==> src/rtl/backend_access_scheduler.sv <==
// backend_access_scheduler: shares the ORAM backend command port between two requesters at a fixed access rate,
// filling idle slots with dummy path accesses and routing completions back to the owning requester.
module backend_access_scheduler #(
   parameter int ORAMU = 32,
   parameter int ORAML = 10,
   parameter int BECMDWidth = 2,
   parameter int AccessRate = 64,
   parameter int RateWidth = 16
) (
   input  logic                  Clock,
   input  logic                  Reset,
   input  logic [BECMDWidth-1:0] ReqCommand0,
   input  logic [ORAMU-1:0]      ReqPAddr0,
   input  logic [ORAML-1:0]      ReqCurLeaf0,
   input  logic [ORAML-1:0]      ReqRemapLeaf0,
   input  logic                  ReqValid0,
   output logic                  ReqReady0,
   output logic                  ReqDone0,
   input  logic [BECMDWidth-1:0] ReqCommand1,
   input  logic [ORAMU-1:0]      ReqPAddr1,
   input  logic [ORAML-1:0]      ReqCurLeaf1,
   input  logic [ORAML-1:0]      ReqRemapLeaf1,
   input  logic                  ReqValid1,
   output logic                  ReqReady1,
   output logic                  ReqDone1,
   output logic [BECMDWidth-1:0] Command,
   output logic [ORAMU-1:0]      PAddr,
   output logic [ORAML-1:0]      CurrentLeaf,
   output logic [ORAML-1:0]      RemappedLeaf,
   output logic                  CommandRequest,
   output logic                  DummyRequest,
   input  logic                  CommandDone,
   input  logic                  PathComplete,
   output logic                  SlotOverrun
);
   localparam int EntryW = BECMDWidth + ORAMU + 2 * ORAML;
   localparam logic [BECMDWidth-1:0] BECMDRead = BECMDWidth'(2);
   localparam logic [EntryW-1:0] DummyEntry = {BECMDRead, {(EntryW - BECMDWidth){1'b0}}};
   localparam logic [RateWidth-1:0] SlotReload = (AccessRate == 0) ? '0 : RateWidth'(AccessRate - 1);

   typedef enum logic [1:0] {ST_Idle, ST_Real, ST_Dummy} state_t;

   state_t state;
   logic [1:0] slotFull, reqValid;
   logic [EntryW-1:0] reqData [2];
   logic [EntryW-1:0] slotData [2];
   logic [EntryW-1:0] outData;
   logic [RateWidth-1:0] slotCtr;
   logic rrPtr, owner, winner, slotFire, issueReal, issueDummy, realDone, dummyDone;

   assign reqValid = {ReqValid1, ReqValid0};
   assign reqData[0] = {ReqCommand0, ReqPAddr0, ReqCurLeaf0, ReqRemapLeaf0};
   assign reqData[1] = {ReqCommand1, ReqPAddr1, ReqCurLeaf1, ReqRemapLeaf1};
   assign {Command, PAddr, CurrentLeaf, RemappedLeaf} = outData;

   assign slotFire = slotCtr == '0;
   assign winner = slotFull[rrPtr] ? rrPtr : ~rrPtr;
   assign issueReal = state == ST_Idle && (AccessRate == 0 || slotFire) && |slotFull;
   assign issueDummy = state == ST_Idle && AccessRate != 0 && slotFire && !(|slotFull);
   assign realDone = state == ST_Real && CommandDone;
   assign dummyDone = state == ST_Dummy && PathComplete;

   assign ReqReady0 = ~slotFull[0];
   assign ReqReady1 = ~slotFull[1];
   assign ReqDone0 = realDone && !owner;
   assign ReqDone1 = realDone && owner;
   assign CommandRequest = state != ST_Idle;
   assign DummyRequest = state == ST_Dummy;

   // A slot is never captured and issued on the same edge: issue needs it full, capture needs it empty.
   always_ff @(posedge Clock or negedge Reset)
      if (!Reset) begin
         slotFull <= '0;
         slotData <= '{default: '0};
      end else
         for (int n = 0; n < 2; n++)
            if (issueReal && winner == n[0]) slotFull[n] <= 1'b0;
            else if (reqValid[n] && !slotFull[n]) begin
               slotFull[n] <= 1'b1;
               slotData[n] <= reqData[n];
            end

   always_ff @(posedge Clock or negedge Reset)
      if (!Reset) begin
         state <= ST_Idle;
         rrPtr <= 1'b0;
         owner <= 1'b0;
         outData <= '0;
         slotCtr <= SlotReload;
         SlotOverrun <= 1'b0;
      end else begin
         SlotOverrun <= state != ST_Idle && !realDone && !dummyDone && slotCtr == RateWidth'(1);
         if (issueReal || issueDummy) slotCtr <= SlotReload;
         else if (!slotFire) slotCtr <= slotCtr - 1'b1;
         if (issueReal) begin
            state <= ST_Real;
            owner <= winner;
            rrPtr <= ~winner;
            outData <= slotData[winner];
         end else if (issueDummy) begin
            state <= ST_Dummy;
            outData <= DummyEntry;
         end else if (realDone || dummyDone) state <= ST_Idle;
      end
endmodule

==> config.mk <==
export PLATFORM = sky130hd
export DESIGN_NAME = backend_access_scheduler
export DESIGN_NICKNAME = d
export VERILOG_FILES = /design/src/rtl/backend_access_scheduler.sv
export SDC_FILE = /design/constraint.sdc
export NUM_CORES = 1
export LEC_CHECK = 0
export BUFFER_PORTS_ARGS = -buffer_cell sky130_fd_sc_hd__buf_2
export CORE_MARGIN = 2
export CORE_UTILIZATION = 48
export CTS_CLUSTER_DIAMETER = 40
export DETAILED_ROUTE_END_ITERATION = 16
export HOLD_SLACK_MARGIN = 0.12
export PLACE_DENSITY_LB_ADDON = 0.05
export RECOVER_POWER = 25
export REMOVE_ABC_BUFFERS = 1
export SLEW_MARGIN = 20
export SYNTH_ARGS = -nofsm -noshare
export SYNTH_HDL_FRONTEND = slang
export SYNTH_SLANG_ARGS = --single-unit
export TNS_END_PERCENT = 30
==> constraint.sdc <==
create_clock -name Clock -period 6.2 [get_ports Clock]
set_input_delay 0.31 -clock Clock [delete_from_list [all_inputs] [get_ports Clock]]
set_output_delay 0.31 -clock Clock [all_outputs]
set_load 0.05 [all_outputs]
==> flow_summary.ini, run 1 <==
[detailed_routing]
first_pass_iters = 5
routedWlPerCell_um = 18.5
routed_via_density = 5.42
vias = 6249
drtAntennaViolNets = 0
drtIter0Drc = 385
drc_errors = 0
wirelength_um = 21300

[clocking]
ctsLongestPathBuffers = 2
path_clk_slew_ns = 0.07
cts_made_buffers = 17
root_buffer = clkbuf_16
htree_levels = 4
cts_resized = 0
cts_num_sinks = 185
cts_tree = yes
clk_latency_ns = 0.43

[power]
intPower_mw = 3.11
leakage_nw = 5.00
clkPwrFrac = 0.221
power.density_mw_per_mm2 = 460
p_sw_frac = 0.377
combinationalPowerShare = 0.364
peakVddDrop_mv = 0.236
p_seq_frac = 0.415
switchingPower_mw = 1.88

[hold_path]
hp-class = primary input to register
whs_path_depth = 2

[grt]
antenna_found_initial = 1
grt_max_degree = 110
gr-usage-all-layers = 0.246
grt-ovfl-total = 0
grt_pass1_vias = 6658
grt_pass1_wl_um = 34500

[outcome]
failed_checks = capacitance limit, slew limit
status = finished with violations

[sta]
fmax_ghz = 0.304
maxSlewViolCount = 45
timing.setup.tns_ns = 0
slew_headroom = -0.704
rsz0062_at_grt = false
finClkSkew_ns = 0.0132
final.min_clock_period_ns = 3.29
whs_ns = 0.143
hold_violations = 0
min_period_over_period = 0.530
worstMarginPinSlew_ns = 2.56
setup_viol = 0

[floorplan]
dieArea_mm2 = 0.0179
io_pins = 175
die_w_um = 134
start_util = 0.490
core_mm2 = 0.0165
die_h_um = 134
fp-row-count = 47

[synth]
synth.avg_cell_area_um2 = 12.3
ys_ff_latch = 185
synth_most_common_cell = dfrtp_1
netlist_top_cells_count = dfrtp_1 (179), mux2_2 (144), nand3_1 (61), o21ai_0 (60), a21oi_1 (59)
ys_seq_area_frac = 0.572
synth_cells = 658
synth.distinct_cells = 39
syn_area_mm2 = 0.00810
synth_area_leaders = dfrtp_1 (55%), mux2_2 (20%), nand3_1 (3.8%)
synth_top_area_share = 0.553
synth_top_cell_by_area = dfrtp_1
synth_edf_count = 0
ys.flop_type = dfrtp_1
synth_warnings = 0
synthArstFlopShare = 1.00

[placement]
gp_congestion = 0.812
place_hpwl_um = 12700
dpl_cell_area_mm2 = 0.00913
io_buffer_count = 174

[setup_path]
worstPathArrival_ns = 3.71
cp.required_ns = 6.62
endpoint_kind = async pin
path_class = primary input to async pin
rr_worst_depth = 7
start_kind = primary input
crit_fanout = 77

[flow_run]
maxCapViolCount = 1

[final_layout]
area_growth_pct = 33.7
final_nets = 1035
multi_input_area_mm2 = 0.00324
drive_above_1_share = 0.402
final_util = 0.655
design_area_mm2 = 0.0108
ff_latch_area_mm2 = 0.00464
nFillCells = 1315
-- logic make-up (layout without fill, tap and decap cells) --
family / after synthesis / after routing / share of synthesized area
other cells: 0 / 1 / 0
fa+ha+maj: 2 / 2 / 0.00309
simple gates: 110 / 110 / 0.0707
mux: 164 / 164 / 0.228
compound gates: 134 / 134 / 0.0880
buf+inv: 57 / 331 / 0.0312
flops: 185 / 185 / 0.572
xor+xnor: 6 / 6 / 0.00649
-- registers in the layout, summed over array words and instances, names as in the netlist --
name	count
SlotOverrun	1
outData	54
owner	1
rrPtr	1
slotCtr	16
slotData	108
slotFull	2
state	2
-- cells in the final DEF (no fill, tap or decap), types with 2 or more instances in the layout --
master | Yosys | layout
dfrtp_1 | 179 | 179
buf_2 | 1 | 173
mux2_2 | 144 | 144
dlygate4sd3_1 | 0 | 108
nand3_1 | 61 | 61
o21ai_0 | 60 | 60
a21oi_1 | 59 | 59
mux2_1 | 20 | 20
clkbuf_16 | 0 | 17
nor3_1 | 10 | 10
nor2_1 | 11 | 9
buf_4 | 2 | 9
inv_1 | 7 | 7
nand2_1 | 8 | 7
dfstp_2 | 6 | 6
nor4_1 | 4 | 4
xnor2_1 | 4 | 4
inv_6 | 0 | 4
nand2b_1 | 3 | 3
o31ai_1 | 3 | 3
a211oi_1 | 3 | 3
clkinv_4 | 0 | 3
nor2b_4 | 0 | 2
nor2_4 | 0 | 2
or4_1 | 2 | 2
xor2_1 | 2 | 2
o211ai_1 | 2 | 2
a31oi_1 | 2 | 2
ha_1 | 2 | 2
bufinv_16 | 0 | 2
clkinv_2 | 0 | 2
inv_8 | 0 | 2
-- critical path, cell delays in order --
cell and delay (ns):
dlygate4sd3_1 0.52, clkbuf_1 1.81, buf_4 1.00
-- per-layer routing --
layer,wire length [um],track usage,up-vias
met3,1190,0.0631,17
li1,-,-,2890
met2,10200,0.396,188
met1,9720,0.334,3154
met5,0,0,-
met4,252,0.0668,0
-- power by group through the flow --
stage | registers [mW] | clock network (mW) | logic [mW]
2_1_floorplan | 2.43 | 0 | 0.895
3_3_place_gp | 2.05 | 0 | 1.71
3_5_place_dp | 2.08 | 0 | 1.76
4_1_cts | 2.06 | 1.13 | 1.82
5_1_grt | 2.13 | 1.19 | 1.97
6_report | 2.07 | 1.10 | 1.81
-- timing repair --
item / in CTS / in global routing
hold endpoints to repair: 215 / 0
buffers inserted: 0 / 0
hold buffers: 108 / 0
-- path summary, 6_finish.rpt --
check | startpoint | endpoint | slack [ns]
worst max register to register | slotCtr[0] | outData[7] | 3.33
min in group asynchronous | Reset | slotData[36] | 1.22
worst min register to register | outData[44] | outData[44] | 0.48
max in group Clock | slotCtr[0] | outData[7] | 3.33
worst min-delay path | ReqPAddr1[23] | slotData[43] | 0.14
worst max-delay path | Reset | slotCtr[7] | 2.91
-- through the flow --
step / cells / power (mW) / setup WS [ns]
final: 1153 / 4.99 / 2.91
after CTS: 1151 / 5.01 / 3.32
after floorplan: 608 / 3.33 / 2.71
after global placement: 1011 / 3.76 / 3.42
after detailed placement: 1011 / 3.84 / 3.35
after global routing: 1153 / 5.29 / 2.29
-- layout make-up --
type,instances,share of cell area
antenna,1,0.000231
clock buffer,18,0.0405
clock inverter,14,0.0149
inverter,7,0.00243
multi-input combinational,416,0.300
sequential,185,0.428
tap,220,0.0254
timing repair buffer,292,0.189
No activity file was read; power rests on OpenSTA's default activity.
==> run 2: changes to the inputs <==
Clock period 6.2 ns to 3.3 ns, I/O delays scaled along.
==> run 2 against run 1 <==
The run still ends with capacitance limit, slew limit left. Register-to-register slack got worse by 2.8 ns. Critical path depth grew 4. Die area did not move. Sequential share of layout area decreased by 0.48 points. Non-clock buffer count is 10 higher. Combinational power up 91%. Sequential power grew 88%. Hold slack better by 0.34 ns.
==> flow_summary.ini, run 2 (synthesized netlist as in run 1, its figures left out) <==
[outcome]
status = finished with violations
failed_checks = capacitance limit, slew limit

[detailed_routing]
drtAntennaViolNets = 0
first_pass_iters = 5
wirelength_um = 21500
routedWlPerCell_um = 18.5
drc_errors = 0
vias = 6344
drtIter0Drc = 397
routed_via_density = 5.46

[final_layout]
layout_commonest_cell = dfrtp_1
area_growth_pct = 35.2
drive_above_1_share = 0.401
final_cell_mix = dfrtp_1 (179), buf_2 (171), mux2_2 (144)
top_regs = slotData x108, outData x54, slotCtr x16
layoutNonFillerInstCount = 1162
nFillCells = 1261
antenna_cells = 0
top_register = slotData
largest_register_ffs = 108
final_nets = 1045

[clocking]
cts_resized = 0
cts_tree = yes
cts_num_sinks = 185
cts_hold_repair.buffers = 113
clk_latency_ns = 0.43
htree_levels = 4
root_buffer = clkbuf_16
ctsLongestPathBuffers = 2
cts_setup_buffers = 0
cts_made_buffers = 17
path_clk_slew_ns = 0.07

[flow_run]
maxCapViolCount = 1

[floorplan]
dieArea_mm2 = 0.0179
die_h_um = 134
core_mm2 = 0.0165
io_pins = 175
die_w_um = 134
fp-row-count = 47
start_util = 0.490

[grt]
gr-usage-all-layers = 0.250
antenna_found_initial = 0
grt_pass1_vias = 6686
grt_pass1_wl_um = 35200
grt_max_degree = 72
grt-ovfl-total = 0

[setup_path]
cpPeakStageDelay_ns = 0.51
rr_worst_depth = 7
cp.required_ns = 3.61
critPathSlowestCell = or3_1
endpoint_kind = register
path_class = register to register
critical_path.top_delay_family = simple AND/OR/NAND/NOR gates
path_cells = inv_1 -> ha_1 -> or3b_2 -> or3_1 -> nor3_4 -> buf_12 -> mux2_2
start_kind = register
worstPathArrival_ns = 3.11
worst-path-stages = 7
crit_fanout = 57
cp_num_buf_inv = 2

[sta]
final.min_clock_period_ns = 2.80
min_period_over_period = 0.848
timing.setup.tns_ns = 0
hold_violations = 0
slew_headroom = -0.195
fmax_ghz = 0.357
setup_viol = 0
rsz0062_at_grt = false
worstMarginPinSlew_ns = 1.79
maxSlewViolCount = 72
finalWorstSetupSlack_ns = 0.502
finClkSkew_ns = 0.00960

[hold_path]
hp-class = register to register
whs_path_depth = 1

[power]
power.density_mw_per_mm2 = 864
leakage_nw = 5.06
p_total_mw = 9.47
peakVddDrop_mv = 0.500

[placement]
dp_slack_ns = 0.553
dp_cells = 1017
gp_congestion = 0.800
io_buffer_count = 174
place_hpwl_um = 13100
[run 2: cell types whose count changed in the layout (fill, tap and decap cells not counted), sizes merged]
cell	delta
buf	+2
bufinv	+1
clkbuf	+4
clkinvlp	-1
diode	-1
dlygate4sd3	+5
inv	-1
[run 2: final cells by class]
| class | count | area, um^2 | area share |
|---|---|---|---|
| Multi-Input combinational cell | 416 | 3240 | 0.296 |
| Tap cell | 220 | 275 | 0.0251 |
| Sequential cell | 185 | 4640 | 0.423 |
| Clock inverter | 13 | 166 | 0.0152 |
| Timing Repair Buffer | 302 | 2160 | 0.197 |
| Inverter | 7 | 26.3 | 0.00240 |
| Clock buffer | 19 | 443 | 0.0404 |
[run 2: final timing paths]
kind	start	to	slack, ns
worst max-delay path	slotCtr[0]	outData[16]	0.50
worst max register to register	slotCtr[0]	outData[16]	0.50
min in group asynchronous	Reset	slotData[82]	0.74
worst min register to register	slotCtr[7]	slotCtr[7]	0.48
worst min-delay path	slotCtr[7]	slotCtr[7]	0.48
max in group asynchronous	Reset	slotCtr[7]	0.76
[run 2: metrics by stage]
stage          hold slack [ns]   util  instance area (um^2)
2_1_floorplan           -0.131      -                  7870
3_3_place_gp             0.230  0.559                  9240
3_5_place_dp             0.231  0.559                  9240
4_1_cts                  0.329  0.664                 11000
5_1_grt                  0.493  0.663                 11000
6_report                 0.482  0.663                 11000
[run 2: report_power, final]
group	total, mW	internal, mW	leakage (nW)	switching [mW]
Clock	2.12	1.22	0.303	0.898
Combinational	3.45	1.41	2.46	2.04
Sequential	3.90	3.29	2.29	0.603
Total	9.47	5.93	5.06	3.54
[run 2: worst reg2reg max path, delay by kind of cell (launching register included)]
family	cells	cell delay, ns
buf+inv	2	0.42
flops	1	0.39
fa+ha+maj	1	0.21
simple gates	3	1.22
mux	1	0.43
[run 2: layer usage]
layer / global-route usage / wire length (um) / up-vias
met5: 0 / 0 / -
met4: 0.0638 / 263 / 0
met3: 0.0540 / 1280 / 26
met2: 0.417 / 10500 / 207
met1: 0.334 / 9440 / 3187
li1: - / - / 2924
==> run 3: changes to the inputs <==
Clock period 3.3 ns to 2.3 ns, I/O delays scaled along.
==> run 3 against run 2 <==
Sequential share of layout area shrank 2.3 points. Via count grew 2.4%. First-iteration DRC count rose by 11%. Non-clock buffer count is 33 higher. Hold slack got worse by 0.035 ns. Critical path depth unchanged. Combinational power rose by 61%. Clock power grew 42%. Maximum frequency is 21% higher. Die area did not move. Final area grew 5.7%. The run ends with capacitance limit, slew limit, setup timing left.
==> flow_summary.ini, run 3 (synthesized netlist as in run 1, its figures left out) <==
[outcome]
status = finished with violations
failed_checks = capacitance limit, slew limit, setup timing

[detailed_routing]
routed_via_density = 5.44
wirelength_um = 23100
first_pass_iters = 5
vias = 6495
drc_errors = 0
routedWlPerCell_um = 19.3
drtAntennaViolNets = 0
drtIter0Drc = 441

[placement]
gp_congestion = 0.818
place_hpwl_um = 13300
dp_cells = 1033
io_buffer_count = 174

[power]
clkPwrFrac = 0.212
p_sw_frac = 0.378
switchingPower_mw = 5.35
peakVddDrop_mv = 0.645
p_seq_frac = 0.394
combinationalPowerShare = 0.393
power.density_mw_per_mm2 = 1220
intPower_mw = 8.82
leakage_nw = 5.34

[sta]
min_period_over_period = 1.00
maxSlewViolCount = 64
hold_violations = 0
final.min_clock_period_ns = 2.31
setup_viol = 25
finClkSkew_ns = 0.0100
fmax_ghz = 0.433
rsz0062_at_grt = true
slew_headroom = -0.0934
worstMarginPinSlew_ns = 1.64
timing.setup.tns_ns = -0.129
finalWorstSetupSlack_ns = -0.00928

[final_layout]
final_nets = 1078
top_regs = slotData x108, outData x54, slotCtr x16
top_register = slotData
drive_above_1_share = 0.444
area_growth_pct = 43.0
layout_commonest_cell = dfrtp_1
final_cell_mix = dfrtp_1 (179), buf_2 (173), mux2_2 (113), dlygate4sd3_1 (113), nand3_1 (61)
layoutNonFillerInstCount = 1195
antenna_cells = 0
nFillCells = 1223
largest_register_ffs = 108

[clocking]
cts_made_buffers = 17
clk_latency_ns = 0.43
cts_num_sinks = 185
cts_tree = yes
htree_levels = 4
root_buffer = clkbuf_16
ctsLongestPathBuffers = 2
path_clk_slew_ns = 0.07

[grt]
grt_pass1_wl_um = 37800
grt_max_degree = 65
antenna_found_initial = 0
grt_pass1_vias = 7081
grt-ovfl-total = 0
gr-usage-all-layers = 0.269

[setup_path]
cp.required_ns = 2.61
crit_fanout = 8
start_kind = register
path_class = register to register
r2r-start = slotCtr[7]
endpoint_kind = register
rr_worst_depth = 7
cp-startpoint = slotCtr[7]
worstPathArrival_ns = 2.62

[floorplan]
die_w_um = 134
start_util = 0.490
io_pins = 175
core_mm2 = 0.0165
dieArea_mm2 = 0.0179
fp-row-count = 47
die_h_um = 134

[hold_path]
worstHoldStart = ReqRemapLeaf0[9]
hp-class = primary input to register
whs_path_depth = 3

[flow_run]
maxCapViolCount = 1
## run 3: changes by cell type in the layout (fill, tap and decap cells not counted), sizes merged
cell	change
buf	+34
bufinv	-1
clkbuf	-3
clkinvlp	+1
inv	+2
## run 3: path summary, 6_finish.rpt
path | end | slack [ns]
max | outData[33] | -0.009
min | slotData[63] | 0.45
max reg2reg | outData[33] | -0.009
min reg2reg | slotCtr[11] | 0.50
max in group asynchronous | slotCtr[4] | 0.40
min in group asynchronous | slotData[82] | 0.65
## run 3: routing by layer
metal,vias up,share of wire,global-route usage
li1,2982,-,-
met5,-,0,0
met4,0,0.020,0.0833
met2,196,0.49,0.447
met1,3285,0.44,0.358
met3,32,0.050,0.0533
## run 3: final cells by class
type | count | area [um^2] | area share
Timing Repair Buffer | 335 | 2600 | 0.224
Tap cell | 220 | 275 | 0.0238
Clock buffer | 17 | 425 | 0.0367
Multi-Input combinational cell | 416 | 3440 | 0.297
Inverter | 7 | 26.3 | 0.00227
Clock inverter | 15 | 184 | 0.0159
Sequential cell | 185 | 4640 | 0.400
## run 3: power by group through the flow
| stage | sequential [mW] | clock, mW | combinational [mW] |
|---|---|---|---|
| detailed placement | 5.58 | 0 | 5.05 |
| floorplan | 6.56 | 0 | 2.41 |
| global route | 5.74 | 3.20 | 6.03 |
| finish | 5.59 | 3.01 | 5.57 |
| global placement | 5.51 | 0 | 4.90 |
| CTS | 5.55 | 3.05 | 5.47 |
## run 3: timing repair
item / in CTS / in global routing
endpoints found under the hold margin: 174 / 0
hold buffers: 113 / 0
gates cloned: 4 / 1
gates resized for setup: 58 / 6
buffers inserted: 7 / 8
endpoints found under the setup margin: 55 / 57
pin swaps: 3 / 3
## run 3: worst max-delay path: stages, from the launching register on
cell and delay, ns:
dfrtp_1 0.39, or4_4 0.54, or3_4 0.40, nor3_4 0.12, buf_6 0.14, buf_12 0.14
buf_12 0.16, mux2_4 0.30
## run 3: metrics by stage
| step | instance area, um^2 | power [mW] | worst slack, ns | hold WS [ns] | util |
|---|---|---|---|---|---|
| global route | 11600 | 15.0 | -0.0745 | 0.442 | 0.701 |
| detailed placement | 9420 | 10.6 | -0.149 | 0.148 | 0.570 |
| floorplan | 7870 | 8.97 | -1.19 | -0.181 | - |
| finish | 11600 | 14.2 | -0.00928 | 0.447 | 0.701 |
| global placement | 9420 | 10.4 | -0.0962 | 0.141 | 0.570 |
| CTS | 11600 | 14.1 | -0.159 | 0.263 | 0.700 |
